File: config.mk
export PLATFORM = sky130hd
export DESIGN_NAME = pc_sequencer
export DESIGN_NICKNAME = d
export VERILOG_FILES = /design/src/rtl/pc_sequencer.sv
export SDC_FILE = /design/constraint.sdc
export NUM_CORES = 1
export LEC_CHECK = 0
export CORE_MARGIN = 5
export CORE_UTILIZATION = 38
export CTS_BUF_LIST = sky130_fd_sc_hd__clkbuf_2
export CTS_CLUSTER_DIAMETER = 100
export DETAILED_ROUTE_END_ITERATION = 12
export PLACE_DENSITY = 0.78
export SYNTH_ARGS = -nofsm -noshare
export SYNTH_HDL_FRONTEND = slang
export SYNTH_SLANG_ARGS = --single-unit
File: constraint.sdc
create_clock -name clk -period 1.65 [get_ports clk]
set_input_delay 0.33 -clock clk [delete_from_list [all_inputs] [get_ports clk]]
set_output_delay 0.33 -clock clk [all_outputs]
set_load 0.05 [all_outputs]
File: src/rtl/pc_sequencer.sv
// pc_sequencer: owns the architectural PC, issues instruction fetches and
// computes the next PC from decoder jump/call/return requests.
//
// Configuration macro: PC_SEQ_RAS_EN
//   defined   -> return-address stack, stack_ovf/stack_unf flags, HALT state.
//   undefined -> no stack; call_en acts as jump_en, ret_en is ignored,
//                halted/stack_ovf/stack_unf tie to 0.
//
// Ports:
//   clk, reset_n          clock (rising edge), async active-low reset
//   run                   leave IDLE / continue after EXEC while high
//   fetch_valid/addr/ready  fetch request channel to instruction memory
//   jump_en/call_en/ret_en/jump_addr  decoder requests, sampled in EXEC only
//   pc                    current PC
//   halted                sequencer stopped in HALT until reset
//   stack_ovf/stack_unf   sticky stack error flags
//   dbg_state_o           current FSM state, for observation only
//
// Fetch handshake: fetch_valid is high exactly while in FETCH and fetch_addr
// is pc_q, which cannot change in FETCH, so the request stays stable until
// the cycle fetch_valid && fetch_ready, when it is consumed. fetch_ready is
// ignored in every other state.
module pc_sequencer #(
  parameter int              PC_W        = 16,
  parameter int              JADDR_W     = 12,
  parameter int              STACK_DEPTH = 4,
  parameter logic [PC_W-1:0] RESET_PC    = '0
) (
  input  logic               clk,
  input  logic               reset_n,
  input  logic               run,
  output logic               fetch_valid,
  output logic [PC_W-1:0]    fetch_addr,
  input  logic               fetch_ready,
  input  logic               jump_en,
  input  logic               call_en,
  input  logic               ret_en,
  input  logic [JADDR_W-1:0] jump_addr,
  output logic [PC_W-1:0]    pc,
  output logic               halted,
  output logic               stack_ovf,
  output logic               stack_unf,
  output logic [1:0]         dbg_state_o
);

  typedef enum logic [1:0] {
    S_IDLE  = 2'd0,
    S_FETCH = 2'd1,
    S_EXEC  = 2'd2,
    S_HALT  = 2'd3
  } state_e;

  state_e          state_q, state_d;
  logic [PC_W-1:0] pc_q, pc_d;
  logic [PC_W-1:0] pc_inc;
  logic [PC_W-1:0] jump_tgt;

  // Increment wraps naturally at 2^PC_W; the target is zero-extended.
  assign pc_inc   = pc_q + PC_W'(1);
  assign jump_tgt = PC_W'(jump_addr);

`ifdef PC_SEQ_RAS_EN
  localparam int              PTR_W    = $clog2(STACK_DEPTH);
  localparam int              CNT_W    = PTR_W + 1;
  localparam logic [CNT_W-1:0] CNT_FULL = CNT_W'(STACK_DEPTH);

  logic [PC_W-1:0]  ras_q [STACK_DEPTH];
  logic [CNT_W-1:0] cnt_q, cnt_d;
  logic             ovf_q, ovf_d;
  logic             unf_q, unf_d;
  logic             push, pop;
  logic [PTR_W-1:0] top_idx;
  logic [PC_W-1:0]  ras_top;

  assign top_idx = PTR_W'(cnt_q - CNT_W'(1));
  assign ras_top = ras_q[top_idx];
  assign cnt_d   = push ? (cnt_q + CNT_W'(1)) :
                   pop  ? (cnt_q - CNT_W'(1)) : cnt_q;
`else
  logic unused_ok;
  assign unused_ok = ret_en ^ (STACK_DEPTH > 1);
`endif

  always_comb begin
    state_d = state_q;
    pc_d    = pc_q;
`ifdef PC_SEQ_RAS_EN
    push    = 1'b0;
    pop     = 1'b0;
    ovf_d   = ovf_q;
    unf_d   = unf_q;
`endif
    unique case (state_q)
      S_IDLE: begin
        if (run) state_d = S_FETCH;
      end
      S_FETCH: begin
        if (fetch_ready) state_d = S_EXEC;
      end
      S_EXEC: begin
        state_d = run ? S_FETCH : S_IDLE;
`ifdef PC_SEQ_RAS_EN
        // Priority ret > call > jump > increment; an error leaves pc as is.
        if (ret_en) begin
          if (cnt_q == '0) begin
            unf_d   = 1'b1;
            state_d = S_HALT;
          end else begin
            pop  = 1'b1;
            pc_d = ras_top;
          end
        end else if (call_en) begin
          if (cnt_q == CNT_FULL) begin
            ovf_d   = 1'b1;
            state_d = S_HALT;
          end else begin
            push = 1'b1;
            pc_d = jump_tgt;
          end
        end else if (jump_en) begin
          pc_d = jump_tgt;
        end else begin
          pc_d = pc_inc;
        end
`else
        if (jump_en || call_en) pc_d = jump_tgt;
        else                    pc_d = pc_inc;
`endif
      end
      default: begin
        // S_HALT: terminal until reset
      end
    endcase
  end

  always_ff @(posedge clk or negedge reset_n) begin
    if (!reset_n) begin
      state_q <= S_IDLE;
      pc_q    <= RESET_PC;
    end else begin
      state_q <= state_d;
      pc_q    <= pc_d;
    end
  end

`ifdef PC_SEQ_RAS_EN
  always_ff @(posedge clk or negedge reset_n) begin
    if (!reset_n) begin
      cnt_q <= '0;
      ovf_q <= 1'b0;
      unf_q <= 1'b0;
    end else begin
      cnt_q <= cnt_d;
      ovf_q <= ovf_d;
      unf_q <= unf_d;
    end
  end

  // Stack storage needs no reset: cnt_q alone defines which entries are live.
  always_ff @(posedge clk) begin
    if (push) ras_q[cnt_q[PTR_W-1:0]] <= pc_inc;
  end

  assign halted    = (state_q == S_HALT);
  assign stack_ovf = ovf_q;
  assign stack_unf = unf_q;
`else
  assign halted    = 1'b0;
  assign stack_ovf = 1'b0;
  assign stack_unf = 1'b0;
`endif

  assign fetch_valid = (state_q == S_FETCH);
  assign fetch_addr  = pc_q;
  assign pc          = pc_q;
  assign dbg_state_o = state_q;

endmodule

* Word level (Yosys, flattened, before mapping)
Index checks and enable logic that the tools add are counted.
** Cells by class
- Equality and inequality tests :: 4
- Reduce and logical (&&, ||, !) cells :: 4
- $add $sub $neg :: 1
- Mux-type cells :: 5
** Operator list (count)
- $add A16 B1 Y16 const B :: 1
- $mux W16 :: 1
- $pmux W2 S3 :: 1
- $mux W2 :: 2
- $reduce_and A3 Y1 :: 1
- $reduce_bool A3 Y1 :: 1
- $eq A2 B1 Y1 const B :: 1
- $eq A2 B2 Y1 const B :: 1
- $logic_not A2 Y1 :: 1
- $ne A2 B1 Y1 const B :: 1
- $ne A2 B2 Y1 const B :: 1
- $logic_or A1 B1 Y1 :: 1
- $mux W1 :: 1
** Word-level totals
- Bits in registers :: 18
- Bits of input ports :: 19
- Output and inout port bits :: 38
- Word-level logic and storage cells :: 16

* Logic depth before layout (Yosys ltp)
- Word-level depth :: 3
- Mapped depth :: 5
- Gate-level depth less buffers :: 5

* Worst setup path after synthesis
Ideal clock, no wire load.
- Path type :: register -> register
- Start :: reg pc_q[0] (netlist: fetch_addr[0])
- End :: reg pc_q[12] (netlist: fetch_addr[12])
- Cell stages (with the launch flop) :: 6
- Period minus slack after synthesis :: 2.078 ns
- Path buffers :: 0
- Setup time :: 0.070 ns
- Data arrival time :: 2.008 ns
- Required time :: 1.580 ns
- Slack :: -0.428 ns
- Path through :: dfrtp_1 ha_1 and4_1 nand3_2 or4_1 nand3_1
** Between the ends
- Longest elaborated chain between the ends :: 2
** Ends and longest elaborated chain
- from (decl) :: RTL line 54 : logic [PC_W-1:0] pc_q, pc_d;
- from (signal assigned) :: RTL line 142 : pc_q <= pc_d;
- $add A16 B1 Y16 :: RTL line 59 : assign pc_inc = pc_q + PC_W'(1);
- $mux W16 :: RTL line 126 : if (jump_en || call_en) pc_d = jump_tgt;
Every way passes these cells.
A chain may end at the register's enable or synchronous reset.

* Worst setup path after layout
Ends and elaborated chain as after synthesis.

==> impl_metrics.py <==
metrics = {
    "place": {
        "place.detailed.hpwl_um": 2890,
        "portBuffers": 52,
        "post-place-cells": 222,
        "place_congestion": 0.849,
    },
    "setup_path": {
        "critical-path-top-delay-family": "simple AND/OR/NAND/NOR gates",
        "cp_slowest_cell": "or4_1",
        "cpPeakStageDelay_ns": 0.52,
        "crit_chain": "ha_4 -> and4_4 -> nand3_4 -> or4_1 -> nand3_1",
        "r2r_start": "fetch_addr[0]",
        "crit_path_start": "fetch_addr[0]",
        "critPathCaptureType": "register",
        "cp.arrival_ns": 1.91,
        "critPathBufInv": 0,
        "cp_max_fo": 6,
        "startpoint_type": "register",
        "critical_path_class": "register to register",
        "cp_data_required_time_ns": 1.93,
    },
    "power": {
        "internal_power_w": 0.00279,
        "leakagePower_nw": 0.942,
        "switching_power_w": 0.00273,
        "seqPwrFrac": 0.158,
        "pwr-share-clk": 0.039,
        "switching_share": 0.495,
        "p_comb_frac": 0.803,
        "p_total_w": 0.00552,
        "powerDensity_nw_per_um2": 2460,
        "ir_worst_vdd_uv": 1450,
    },
    "grt": {
        "grt_pass1_wl_um": 5990,
        "gr-total-overflow": 0,
        "grt_max_degree": 19,
        "grt_usage": 0.179,
        "grt_pass1_vias": 1253,
        "antenna_found_initial": 0,
    },
    "yosys": {
        "synth.most_common_cell": "buf_4",
        "async_reset_ff_frac": 1.00,
        "ys_ff_latch": 18,
        "synth_largest_area_cell": "dfrtp_1",
        "ys_seq_area_frac": 0.382,
        "post_synth_num_cell_types": 33,
        "yosys.area.top_type_share": 0.382,
        "synth_area_leaders": "dfrtp_1 (38%), buf_4 (12%), a21oi_1 (5.9%)",
        "ys.flop_type": "dfrtp_1",
        "syn_avg_cell_area_um2": 8.80,
        "synth_edf_count": 0,
        "yosys-top-cells-count": "buf_4 (19), dfrtp_1 (18), a21oi_1 (14), nand2_1 (14), nor2_1 (7)",
        "yosys_warnings": 0,
        "syn_area_um2": 1180,
        "syn_inst": 134,
    },
    "die": {
        "dieArea_um2": 4320,
        "die_w_um": 65.7,
        "ios": 57,
        "coreArea_um2": 3000,
        "die_h_um": 65.7,
        "fp-row-count": 20,
        "start_util": 0.392,
    },
    "clock_tree": {
        "numCtsBuffers": 3,
        "insertion_delay_ns": 0.33,
        "h-tree-depth": 1,
        "cts_root_buffer": "clkbuf_2",
        "cts_tree": "yes",
        "clockBufferDepth": 2,
        "cts.sinks": 18,
        "cts_hold_buf": 0,
        "clk_pin_slew_ns": 0.18,
    },
    "cells_and_area": {
        "fin_nets": 219,
        "instances_no_fill": 231,
        "layout-drive-gt1-share": 0.465,
        "syn_to_final_growth_pct": 90.0,
        "antenna_cells": 0,
    },
    "drt": {
        "drt_iter0_markers": 45,
        "wirelength_um": 3710,
        "final_antenna_net_count": 0,
        "routedWlPerCell_um": 16.1,
        "vias": 1306,
        "drc": 0,
        "via_per_inst": 5.65,
        "drt-pass1-iter-count": 4,
    },
    "sta": {
        "post-route-period-util": 0.988,
        "fmax_mhz": 613,
        "finClkSkew_ns": 0.00595,
        "setup_viol": 0,
        "period_needed_ns": 1.63,
        "hold_viol_final": 0,
        "final_max_slew_viol_count": 0,
    },
    "status": {
        "status": "finished, final reports clean",
    },
    "job": {
        "drv_cap": 0,
    },
    "min_path": {
        "hold_path_class": "input pin to async pin",
    },
}
-- power groups by stage --
stage / combinational [W] / sequential, W / clock [W]
floorplan: 0.00152 / 0.00165 / 0
global placement: 0.00429 / 0.000869 / 0
detailed placement: 0.00434 / 0.000880 / 0
CTS: 0.00435 / 0.000869 / 0.000222
global route: 0.00463 / 0.000897 / 0.000230
finish: 0.00443 / 0.000873 / 0.000215
-- through the flow --
stage               setup TNS (ns)  hold slack, ns   util  worst slack [ns]  area, µm²
global placement           -0.0419           0.536  0.722           -0.0287       2170
CTS                              0           0.304  0.728           0.00798       2190
global route               -0.0830           0.328  0.746           -0.0743       2240
floorplan                   -0.256          0.0344      -            -0.123       1240
finish                           0           0.311  0.746            0.0191       2240
detailed placement          -0.375           0.569  0.722           -0.0731       2170
-- per-layer routing --
layer  vias up  part of all wire  track usage
met5         -                 0            0
met4         0             0.018       0.0984
met3         5             0.044       0.0171
met2        48              0.53        0.308
met1       642              0.41        0.215
li1        611                 -            -
-- kinds of logic after synthesis --
family	Yosys count	synth area share
simple gates	46	0.207
buf+inv	26	0.146
flops	18	0.382
fa+ha+maj	1	0.0106
mux	2	0.0170
compound gates	40	0.234
other cells	1	0.00318
-- placed cells by master (no fill, tap or decap), drive strengths merged --
cell / Yosys / layout
or4: 3 / 3
or2: 1 / 1
o21ai: 4 / 4
o31ai: 1 / 1
clkdlybuf4s50: 0 / 17
a31o: 1 / 1
nor2: 7 / 7
o21a: 1 / 1
nand2: 14 / 14
dfrtp: 18 / 18
and2: 1 / 1
conb: 1 / 3
and4: 2 / 2
o22ai: 3 / 3
nand4: 5 / 5
buf: 21 / 66
o32ai: 1 / 1
o211ai: 2 / 2
a21oi: 14 / 14
a221o: 4 / 4
nand2b: 1 / 1
or3: 2 / 2
nand3: 8 / 8
clkbuf: 4 / 4
a2bb2oi: 3 / 3
inv: 1 / 1
o311ai: 3 / 3
nor2b: 2 / 2
mux2i: 2 / 2
o41ai: 3 / 3
ha: 1 / 1
-- worst reg2reg max path, stage by stage (launching register included) --
cell and delay [ns]:
dfrtp_2 0.46, ha_4 0.17, and4_4 0.23, nand3_4 0.11, or4_1 0.53, nand3_1 0.09
-- worst paths after layout --
path / to / slack, ns / depth (start not counted)
setup / recovery: fetch_addr[12] / 0.02 / 5
hold / removal: fetch_addr[5] / 0.31 / 2
setup reg to reg: fetch_addr[12] / 0.02 / 5
hold reg to reg: dbg_state_o[1] / 0.61 / 1
max in group asynchronous: dbg_state_o[1] / 1.12 / 2
min in group clk: dbg_state_o[0] / 0.59 / 3
-- flip-flops by register name (all words and copies together), names as in the netlist --
register / cells
fetch_addr: 16
dbg_state_o: 2
-- timing repair --
action                     CTS  global route
pin swaps                    0             2
gates cloned                 0             0
setup buffers                0             5
resized for setup            1             5
setup endpoints to repair    1             3
-- area by class of cell --
class	count	area, µm²
Inverter	1	3.75
Timing Repair Buffer	83	1100
Sequential cell	18	468
Tap cell	33	41.3
Multi-Input combinational cell	92	603
Clock buffer	4	20.0
Fill cell	210	763
No activity file was read; power rests on OpenSTA's default activity.
